===== config.mk =====
export PLATFORM = sky130hd
export DESIGN_NAME = issue_scheduler
export DESIGN_NICKNAME = d
export VERILOG_FILES = /design/src/rtl/issue_scheduler.sv
export SDC_FILE = /design/constraint.sdc
export NUM_CORES = 1
export LEC_CHECK = 0
export CORE_MARGIN = 3
export CORE_UTILIZATION = 42
export CTS_CLUSTER_DIAMETER = 60
export CTS_CLUSTER_SIZE = 30
export DETAILED_ROUTE_END_ITERATION = 7
export PLACE_DENSITY = 0.74
export SLEW_MARGIN = 20
export SYNTH_ARGS = -nofsm -noshare
export SYNTH_HDL_FRONTEND = slang
export SYNTH_SLANG_ARGS = --single-unit

===== constraint.sdc =====
create_clock -name clock -period 2 [get_ports clock]
set_input_delay 0.4 -clock clock [delete_from_list [all_inputs] [get_ports clock]]
set_output_delay 0.4 -clock clock [all_outputs]
set_load 0.02 [all_outputs]

===== src/rtl/issue_scheduler.sv =====
// ---------------------------------------------------------------------------
// issue_scheduler
//
// Purpose: picks which reservation-station entries issue each cycle. Each
// class is arbitrated separately: one ALU entry, one LOAD/STORE pair sharing
// a memory port, and two MULT entries sharing one multi-cycle multiplier.
// Every grant is registered and lasts exactly one cycle, so the grant vector
// also tells the reservation station which entries it may free.
//
// Parameters:
//   MULT_LAT      multiplier occupancy in cycles (1..15)
//
// Configuration macro:
//   ISSUE_SCHED_STORE_PRIORITY_EN  defined   -> STORE beats LOAD whenever both
//                                               are eligible (mem_ptr unused)
//                                  undefined -> LOAD/STORE round-robin
//
// Ports:
//   clock         in   sole clock, rising edge
//   reset         in   synchronous active-high reset, beats every other input
//   entry_busy    in   [4:0] entry occupied (0 ALU, 1 LOAD, 2 STORE, 3-4 MULT)
//   entry_ready   in   [4:0] entry operands ready
//   issue_enable  in   global issue permission (low = downstream stall)
//   mem_ready     in   memory port can take one load/store this cycle
//   flush         in   squash pending grants and multiplier occupancy
//   grant         out  [4:0] registered one-cycle issue grant
//   mult_busy     out  multiplier occupied
//   mult_done     out  one-cycle pulse: multiplier result complete
// ---------------------------------------------------------------------------
module issue_scheduler #(
  parameter int MULT_LAT = 4
) (
  input  logic       clock,
  input  logic       reset,
  input  logic [4:0] entry_busy,
  input  logic [4:0] entry_ready,
  input  logic       issue_enable,
  input  logic       mem_ready,
  input  logic       flush,
  output logic [4:0] grant,
  output logic       mult_busy,
  output logic       mult_done
);

  localparam logic [3:0] LAT_M1 = 4'(MULT_LAT - 1);

  typedef enum logic {
    MULT_IDLE = 1'b0,
    MULT_BUSY = 1'b1
  } mult_state_e;

  mult_state_e state_q, state_d;
  logic [3:0]  cnt_q, cnt_d;
  logic [4:0]  grant_q, grant_d;
  logic        done_q, done_d;
  logic        mem_ptr_q, mem_ptr_d;
  logic        mult_ptr_q, mult_ptr_d;

  logic [4:0]  eligible;
  logic        mult_slot_free;

  // An entry granted last cycle is still shown as busy by the RS this cycle,
  // so masking with the live grant keeps it from being granted twice.
  assign eligible = entry_busy & entry_ready & ~grant_q;

  // The multiplier can take a new operation while idle, or in the last busy
  // cycle so that back-to-back multiplies have no bubble.
  assign mult_slot_free = (state_q == MULT_IDLE) || (cnt_q == 4'd0);

  // Next-state: multiplier sequencing, per-class arbitration, flush override.
  always_comb begin
    state_d    = state_q;
    cnt_d      = cnt_q;
    grant_d    = 5'b00000;
    done_d     = 1'b0;
    mem_ptr_d  = mem_ptr_q;
    mult_ptr_d = mult_ptr_q;

    // Multiplier progress runs regardless of issue_enable.
    case (state_q)
      MULT_IDLE: begin
        state_d = MULT_IDLE;
      end
      MULT_BUSY: begin
        if (cnt_q == 4'd0) begin
          state_d = MULT_IDLE;
          done_d  = 1'b1;
        end else begin
          cnt_d = cnt_q - 4'd1;
        end
      end
      default: begin
        state_d = MULT_IDLE;
        cnt_d   = 4'd0;
      end
    endcase

    if (issue_enable) begin
      grant_d[0] = eligible[0];

      if (mem_ready) begin
`ifdef ISSUE_SCHED_STORE_PRIORITY_EN
        if (eligible[2]) begin
          grant_d[2] = 1'b1;
        end else if (eligible[1]) begin
          grant_d[1] = 1'b1;
        end else begin
          grant_d[2:1] = 2'b00;
        end
`else
        // Pointer names the preferred entry; after a grant it moves to the loser.
        if (eligible[1] && (!mem_ptr_q || !eligible[2])) begin
          grant_d[1] = 1'b1;
          mem_ptr_d  = 1'b1;
        end else if (eligible[2]) begin
          grant_d[2] = 1'b1;
          mem_ptr_d  = 1'b0;
        end else begin
          mem_ptr_d  = mem_ptr_q;
        end
`endif
      end else begin
        grant_d[2:1] = 2'b00;
      end

      // A new multiply overrides the IDLE return computed above.
      if (mult_slot_free) begin
        if (eligible[3] && (!mult_ptr_q || !eligible[4])) begin
          grant_d[3] = 1'b1;
          mult_ptr_d = 1'b1;
          state_d    = MULT_BUSY;
          cnt_d      = LAT_M1;
        end else if (eligible[4]) begin
          grant_d[4] = 1'b1;
          mult_ptr_d = 1'b0;
          state_d    = MULT_BUSY;
          cnt_d      = LAT_M1;
        end else begin
          mult_ptr_d = mult_ptr_q;
        end
      end else begin
        grant_d[4:3] = 2'b00;
      end
    end else begin
      grant_d = 5'b00000;
    end

    // Flush discards everything speculative but keeps fairness history.
    if (flush) begin
      grant_d    = 5'b00000;
      state_d    = MULT_IDLE;
      cnt_d      = 4'd0;
      done_d     = 1'b0;
      mem_ptr_d  = mem_ptr_q;
      mult_ptr_d = mult_ptr_q;
    end else begin
      done_d     = done_d;
    end
  end

  // State register with synchronous reset.
  always_ff @(posedge clock) begin
    if (reset) begin
      state_q    <= MULT_IDLE;
      cnt_q      <= 4'd0;
      grant_q    <= 5'b00000;
      done_q     <= 1'b0;
      mem_ptr_q  <= 1'b0;
      mult_ptr_q <= 1'b0;
    end else begin
      state_q    <= state_d;
      cnt_q      <= cnt_d;
      grant_q    <= grant_d;
      done_q     <= done_d;
      mem_ptr_q  <= mem_ptr_d;
      mult_ptr_q <= mult_ptr_d;
    end
  end

  assign grant     = grant_q;
  assign mult_busy = (state_q == MULT_BUSY);
  assign mult_done = done_q;

endmodule


==> summary by stage, run 1 <==
Outcome
The run finished with clean final reports.

Setup path
The biggest cell delay along the critical path is 650 ps. The family with the most delay on the worst path is buffers and inverters. The critical path goes through clkdlybuf4s50_1. Counting both buffers and inverters, the worst setup path holds a total of 1.

The critical path starts at mult_busy. The critical-path cell with the highest stage delay is sky130_fd_sc_hd__clkdlybuf4s50_1. The destination of the worst register-to-register timing path is mult_ptr_q. The required time at the endpoint of the critical path is 1600 ps. The worst setup path is launched from a flip-flop. The critical setup path kind is reg2out.

The total stage count of the critical path is 1. The maximum fanout count along the critical path is 7. The worst setup path is captured at an output port. The startpoint identified for the worst register-to-register timing path is cnt_q[0]. The destination of the critical timing path is mult_busy. The worst register-to-register path has a depth of 5. The critical path arrival is 1390 ps. The setup slack of the worst register-to-register path is 430 ps.

Timing
On the final layout, the worst clock skew is 2.366 ps. The final hold slack is 417.4 ps. The final count of pins violating max slew is 0. Once routing completed, OpenROAD measured the worst setup slack at 209.9 ps. The final count of hold timing violations was 0. Measured against its own limit, the worst slew margin works out to 0.7379. Setup violations remaining at the end of the flow were counted as 0. The final cycle utilization of the critical path is 0.8950. The transition time of the tightest slew-check pin is 387.7 ps.

The total negative setup slack is 0 ps. Setup repair after global routing left no endpoint under its margin. The minimum clock period is 1790 ps. For this run, the top clock speed supported by timing is 558.6 MHz.

Cells and area
The most frequent standard cell in the layout excluding fill and tap cells is sky130_fd_sc_hd__clkdlybuf4s50_1. The area taken by flip-flops and latches is 260.3 sq um. The repair_antennas step left the layout with diodes totalling 0. The count of cells in the finished layout, fillers not included, comes to 106. In the final design database the tool counted 108 nets. The post-synthesis to final-layout area growth is 43.30%. The total of fill cells in the finished design is 123.

With fillers left out, the area of the finished cells amounts to 869.6 sq um. In the layout the commonest cells are sky130_fd_sc_hd__clkdlybuf4s50_1, sky130_fd_sc_hd__dfxtp_1, sky130_fd_sc_hd__nor2_1. For this run, the share of the core covered by cells in the final layout is 0.6520. The share of post-route cells with drive strength above 1 is 0.09890. In the final layout, the multi-input gates occupy 331.6 sq um.

Placement
In this run the cell area measured after placement is 843.3 sq um. Before CTS, the worst setup slack after placement is 235.4 ps. At the end of routability-driven placement, the weighted congestion stood at 0.8362. Once placement completed, the tool counted placed cells totaling 102.

The HPWL after detailed placement is 1053 um. The number of buffer cells added on primary ports is 21.

Synth
The post-synthesis cell type count is 29. The mapped netlist covers 606.8 sq um. When the netlist entered floorplanning its net count stood at 81. Yosys mapped a number of flops with a built-in enable equal to 0. The cell type contributing the most total cell area after synthesis is sky130_fd_sc_hd__dfxtp_1. The mean area per synthesized cell is 9.336 sq um. The share of synthesized registers carrying an async set or reset is 0.

The sequential-to-total area share from yosys stat is 0.4289. After synthesis, the cell types taking the most area are sky130_fd_sc_hd__dfxtp_1, sky130_fd_sc_hd__nand3b_1, sky130_fd_sc_hd__nor2_1. The most used flip-flop cell after synthesis is sky130_fd_sc_hd__dfxtp_1.

Of the post-synthesis cell area, the dominant cell type holds 0.4289. In the synthesized netlist, the number of instances is 65. The number of synthesized register bits is 13. The Yosys warning count is 0.

Clock tree
The number of instances resized during post-cts repair is 0. CTS built an H-tree with a depth of 1. TritonCTS built the clock tree. Clock-pin slew was measured on the worst setup and hold paths at 80 ps. Buffers inserted to repair hold after CTS numbered 0. At the later pin of the worst-skew pair, clock insertion delay measures 280 ps.

In this run the deepest clock path goes through 2 buffers. The root buffer cell is sky130_fd_sc_hd__clkbuf_4. The number of sinks on the clock net is 13. The number of post-CTS setup repair buffers is 0. The total clock buffers created by CTS is 3.

Route
For this block, the initial DRC count from the detailed router was 8. Dividing the detail-routed wire length by the instance count gives 12.54 um. For this run, design rule violations remaining after detail routing come to 0.

The first-pass detailed-route iteration total is 4. The detailed-route vias per instance is 5.302. The final antenna-violating net count is 0. The routed design has 1329 um of wire. For this block, the via count after detailed routing is 562.

Floorplanning
22 I/O pins were placed. The core box area is 0.001334 sq mm. The die width is 44.01 um.

The starting density of the core is 0.4550. In this run the core area contains 13 standard-cell rows. Measured along the y axis, the die boundary spans 44.01 um. The floorplan step defined a die boundary enclosing 0.001937 sq mm.

Pwr
The cell area power density is 586.6 mW/mm^2. In this run the power spent charging and discharging nets is 0.1229 mW. After layout, the design draws a total of 0.5101 mW. The standby leakage power is 0.3123 nW. Of the total power, registers draw 0.523. Of the total power, combinational logic draws 0.154.

The power share of the clock group is 0.323. Cell internal power was estimated by the tool at 0.3872 mW. The switching fraction of total power is 0.2409. IR analysis of the VDD net gives a maximum drop of 338.9 uV.

Global routing
For this run, the total global-route usage over all layers was measured as 0.1539. The total congestion overflow after global routing is 0. The number of antenna violations at the first check in global routing is 0. The first global-routing pass estimated 2090 um of wire. The via count of the first global-routing pass is 485. Entering global routing, the biggest net connects 8 pins.

Min path
The worst hold-check path type is reg2reg.

Job
Max-cap violations in this run came to 0.
==> worst min-delay path by stage <==
stage,depth (start not counted),slack (ps),to,from
after global placement,1,400,grant[0],grant[0]
after global routing,1,450,grant[0],grant[0]
after detailed placement,1,410,grant[0],grant[0]
after CTS,1,420,grant[0],grant[0]
final,1,420,grant[0],grant[0]
after floorplan,2,460,mult_ptr_q,mult_ptr_q
==> cell families (layout without fill, tap and decap cells) <==
| logic type | Yosys count | after routing | synth area share |
|---|---|---|---|
| AO/OA/AOI/OAI | 13 | 13 | 0.1650 |
| adder cells (fa/ha/maj) | 1 | 1 | 0.02062 |
| buffers and inverters | 4 | 30 | 0.02474 |
| flip-flops | 13 | 13 | 0.4289 |
| multiplexers | 2 | 2 | 0.03299 |
| AND/OR/NAND/NOR | 32 | 32 | 0.3279 |
==> registers in the layout, summed over array words and instances, names as in the netlist <==
| name | count |
|---|---|
| cnt_q | 4 |
| grant | 5 |
| mem_ptr_q | 1 |
| mult_busy | 1 |
| mult_done | 1 |
| mult_ptr_q | 1 |
==> metal layers <==
| metal | part of all wire | GRT usage |
|---|---|---|
| met4 | 0.029 | 0.1084 |
| met2 | 0.46 | 0.2326 |
| met5 | 0 | 0 |
| met3 | 0.085 | 0.06504 |
| met1 | 0.43 | 0.1734 |
==> cells in the mapped netlist (2+ instances only) <==
master and count:
sky130_fd_sc_hd__a21oi_1 2, sky130_fd_sc_hd__a31oi_1 2, sky130_fd_sc_hd__dfxtp_1 13, sky130_fd_sc_hd__inv_1 4
sky130_fd_sc_hd__mux2i_1 2, sky130_fd_sc_hd__nand2_1 4, sky130_fd_sc_hd__nand3b_1 4, sky130_fd_sc_hd__nand4b_1 2
sky130_fd_sc_hd__nor2_1 6, sky130_fd_sc_hd__nor3_1 4, sky130_fd_sc_hd__nor4b_1 2, sky130_fd_sc_hd__o2111ai_1 2
sky130_fd_sc_hd__o21ai_0 2
==> power groups by stage <==
stage | combinational, mW | sequential [mW] | clock (mW)
floorplan | 0.0328 | 0.275 | 0
global placement | 0.0776 | 0.273 | 0
detailed placement | 0.0784 | 0.273 | 0
CTS | 0.0787 | 0.267 | 0.171
global route | 0.0853 | 0.268 | 0.186
finish | 0.0785 | 0.267 | 0.165
==> layout make-up <==
class / instances / area share
inverters: 4 / 0.01727
well taps: 15 / 0.02158
repair buffers: 22 / 0.2504
multi-input cells: 48 / 0.3813
flip-flops and latches: 13 / 0.2993
clock buffers: 4 / 0.03022
(Power assumes the default switching activity.)
==> run 2, diff against run 1 <==
--- a/config.mk
+++ b/config.mk
@@ -10,6 +10,7 @@
 export CTS_CLUSTER_DIAMETER = 60
 export CTS_CLUSTER_SIZE = 30
 export DETAILED_ROUTE_END_ITERATION = 7
+export GPL_ROUTABILITY_DRIVEN = 0
 export PLACE_DENSITY = 0.74
 export SLEW_MARGIN = 20
 export SYNTH_ARGS = -nofsm -noshare
==> results of run 2 <==
The final DEF is identical to that of run 1; final timing and power are the same.
==> run 3, diff against run 2 <==
--- a/config.mk
+++ b/config.mk
@@ -7,6 +7,7 @@
 export LEC_CHECK = 0
 export CORE_MARGIN = 3
 export CORE_UTILIZATION = 42
+export CTS_BUF_LIST = sky130_fd_sc_hd__clkbuf_16
 export CTS_CLUSTER_DIAMETER = 60
 export CTS_CLUSTER_SIZE = 30
 export DETAILED_ROUTE_END_ITERATION = 7
==> summary by stage, run 3 (synthesis gave the netlist of run 1 again) <==
Route
The first-pass detailed-route iteration total is 4. The first routing iteration left 9 violations. The overall via count from detail_route is 571. The routed design has 1335 um of wire. The count of nets left with antenna violations once routing finished came out at 0.

The routed wire length per instance is 12.59 um. In the routed layout, each cell is associated on average with a via count of 5.387. For this run, design rule violations remaining after detail routing come to 0.

Global routing
The global-route usage over all layers is 0.1480. The via count of the first global-routing pass was 503. The total overflow left after global routing is 0. The number of antenna violations at the first check in global routing is 0.

Entering global routing, the biggest net connects 8 pins. The first-pass GRT wire length is 2104 um.

Cells and area
The post-layout utilization of the core is 0.6914. At the end of the flow, the number of nets in the layout was 108. The number of flip-flops under the largest register name is 5. The total inserted antenna cells is 0. With fillers left out, the area of the finished cells amounts to 922.1 sq um. The share of post-route cells with drive strength above 1 is 0.09890. In the layout the commonest cells are sky130_fd_sc_hd__clkdlybuf4s50_1, sky130_fd_sc_hd__dfxtp_1, sky130_fd_sc_hd__nor2_1. The library cell used most frequently in the layout, excluding fill and tap cells, is sky130_fd_sc_hd__clkdlybuf4s50_1. From synthesis to final layout, the design area changed by 51.96%.

The total of fill cells in the finished design is 112.

Setup path
In this run the critical register-to-register path is launched from cnt_q[0]. The destination of the worst register-to-register timing path is mult_ptr_q. The maximum fanout count along the critical path is 7. The critical path arrival is 1340 ps. By startpoint and endpoint, the worst setup path is classified as reg2out.

The required time at the endpoint of the critical path is 1600 ps. The family with the most delay on the worst path is buffers and inverters. The category of the worst setup path capture point is an output port. On the worst path, the slowest cell contributes a delay of 650 ps. The worst setup path is launched from a flip-flop.

The setup slack of the worst register-to-register path is 440 ps. Walking the worst path, the cells encountered are clkdlybuf4s50_1. The largest individual stage delay along the critical path comes from the cell sky130_fd_sc_hd__clkdlybuf4s50_1. The cell count of the worst reg-to-reg path is 5. Counting both buffers and inverters, the worst setup path holds a total of 1.

Min path
The worst hold-check path type is reg2reg. The worst hold path begins at grant[0]. The path with the worst hold slack has its endpoint at grant[0]. Along the worst hold path, the cell count comes to 1.

Pwr
For this design the static power due to leakage is 0.3396 nW. The worst ir drop on vdd is 506.8 uV. The cell area power density is 775.5 mW/mm^2.

Timing
The final count of pins violating max slew came to 0. The final count of hold timing violations was 0. Adding up every negative setup slack in the final design gives 0 ps. Derived from the worst setup path, the maximum achievable clock frequency is 573.5 MHz.

Final hold analysis gives a worst-case slack of 412.5 ps. Setup repair after global routing left no endpoint under its margin. The worst slew margin relative to its limit is 0.7392. The routed design could run at a clock period as short as 1744 ps. The transition time of the tightest slew-check pin is 385.7 ps. In the finished design, the share of the clock period the worst path needs comes to 0.8718.

The count of final setup violators is 0. Clock skew on the completed layout was measured at 1.142 ps. The setup slack after layout is 256.5 ps.

Clock tree
The tree is rooted in a sky130_fd_sc_hd__clkbuf_16. The number of hold-repair buffers added at the cts stage is 0. The clock-pin slew reported for the worst setup and hold paths after clock tree synthesis is 40 ps. In this run the number of H-tree levels came out at 1.

CTS saw 13 sinks. The clock passes through at most 2 buffers. The total clock buffers created by CTS is 3. The number of post-CTS setup repair buffers is 0.

After clock tree synthesis, the repair step resized 0 gates. The latest clock arrival within the worst-skew pair is 240 ps. TritonCTS built the clock tree.

Floorplanning
The floorplan step defined a die boundary enclosing 0.001937 sq mm. For this configuration, the core starts out at a cell density of 0.4550. Row generation in the floorplan step produced 13 rows. The floorplan step set the die width to 44.01 um. The core region is 0.001334 sq mm. The floorplan step set the die height to 44.01 um. The top-level port count is 22.

Job
The total of max-cap violations is 0.

Placement
During placement, the flow inserted port buffers numbering 21. The HPWL after detailed placement is 1053 um. The worst setup timing slack at the placement stage is 235.4 ps.

The placed instance area is 843.3 sq um.

Outcome
The run finished with clean final reports.
run 3: cell type report:
| class | instances | area, sq um | share of cell area |
|---|---|---|---|
| Multi-Input combinational cell | 48 | 331.6 | 0.3596 |
| Sequential cell | 13 | 260.3 | 0.2822 |
| Timing Repair Buffer | 22 | 217.7 | 0.2361 |
| Clock buffer | 3 | 75.07 | 0.08141 |
| Tap cell | 15 | 18.77 | 0.02035 |
| Inverter | 4 | 15.01 | 0.01628 |
| Clock inverter | 1 | 3.754 | 0.004071 |
run 3: worst max-delay path by stage:
| stage | from | endpoint | slack [ps] | depth (start not counted) |
|---|---|---|---|---|
| 6_report | mult_busy | mult_busy | 260 | 1 |
| 3_5_place_dp | issue_enable | mult_ptr_q | 240 | 4 |
| 5_1_grt | mult_busy | mult_busy | 210 | 1 |
| 2_1_floorplan | cnt_q[0] | mult_ptr_q | 560 | 5 |
| 3_3_place_gp | issue_enable | mult_ptr_q | 270 | 4 |
| 4_1_cts | mult_busy | mult_busy | 260 | 1 |
run 3: report_power, final:
part	internal (mW)	leakage [nW]	switching, mW
Combinational	0.0463	0.192	0.0325
Sequential	0.265	0.105	0.00366
Clock	0.263	0.0423	0.105
run 3: stage by stage:
step	cells	total power, mW
2_1_floorplan	65	0.3077
3_3_place_gp	102	0.3504
3_5_place_dp	102	0.3514
4_1_cts	106	0.7232
5_1_grt	106	0.7430
6_report	106	0.7151
run 3: metal layers:
metal	vias to the layer above	wire length [um]	track usage
met4	0	6	0.03614
li1	296	-	-
met1	252	582	0.1759
met5	-	0	0
met2	21	630	0.2355
met3	2	116	0.07724
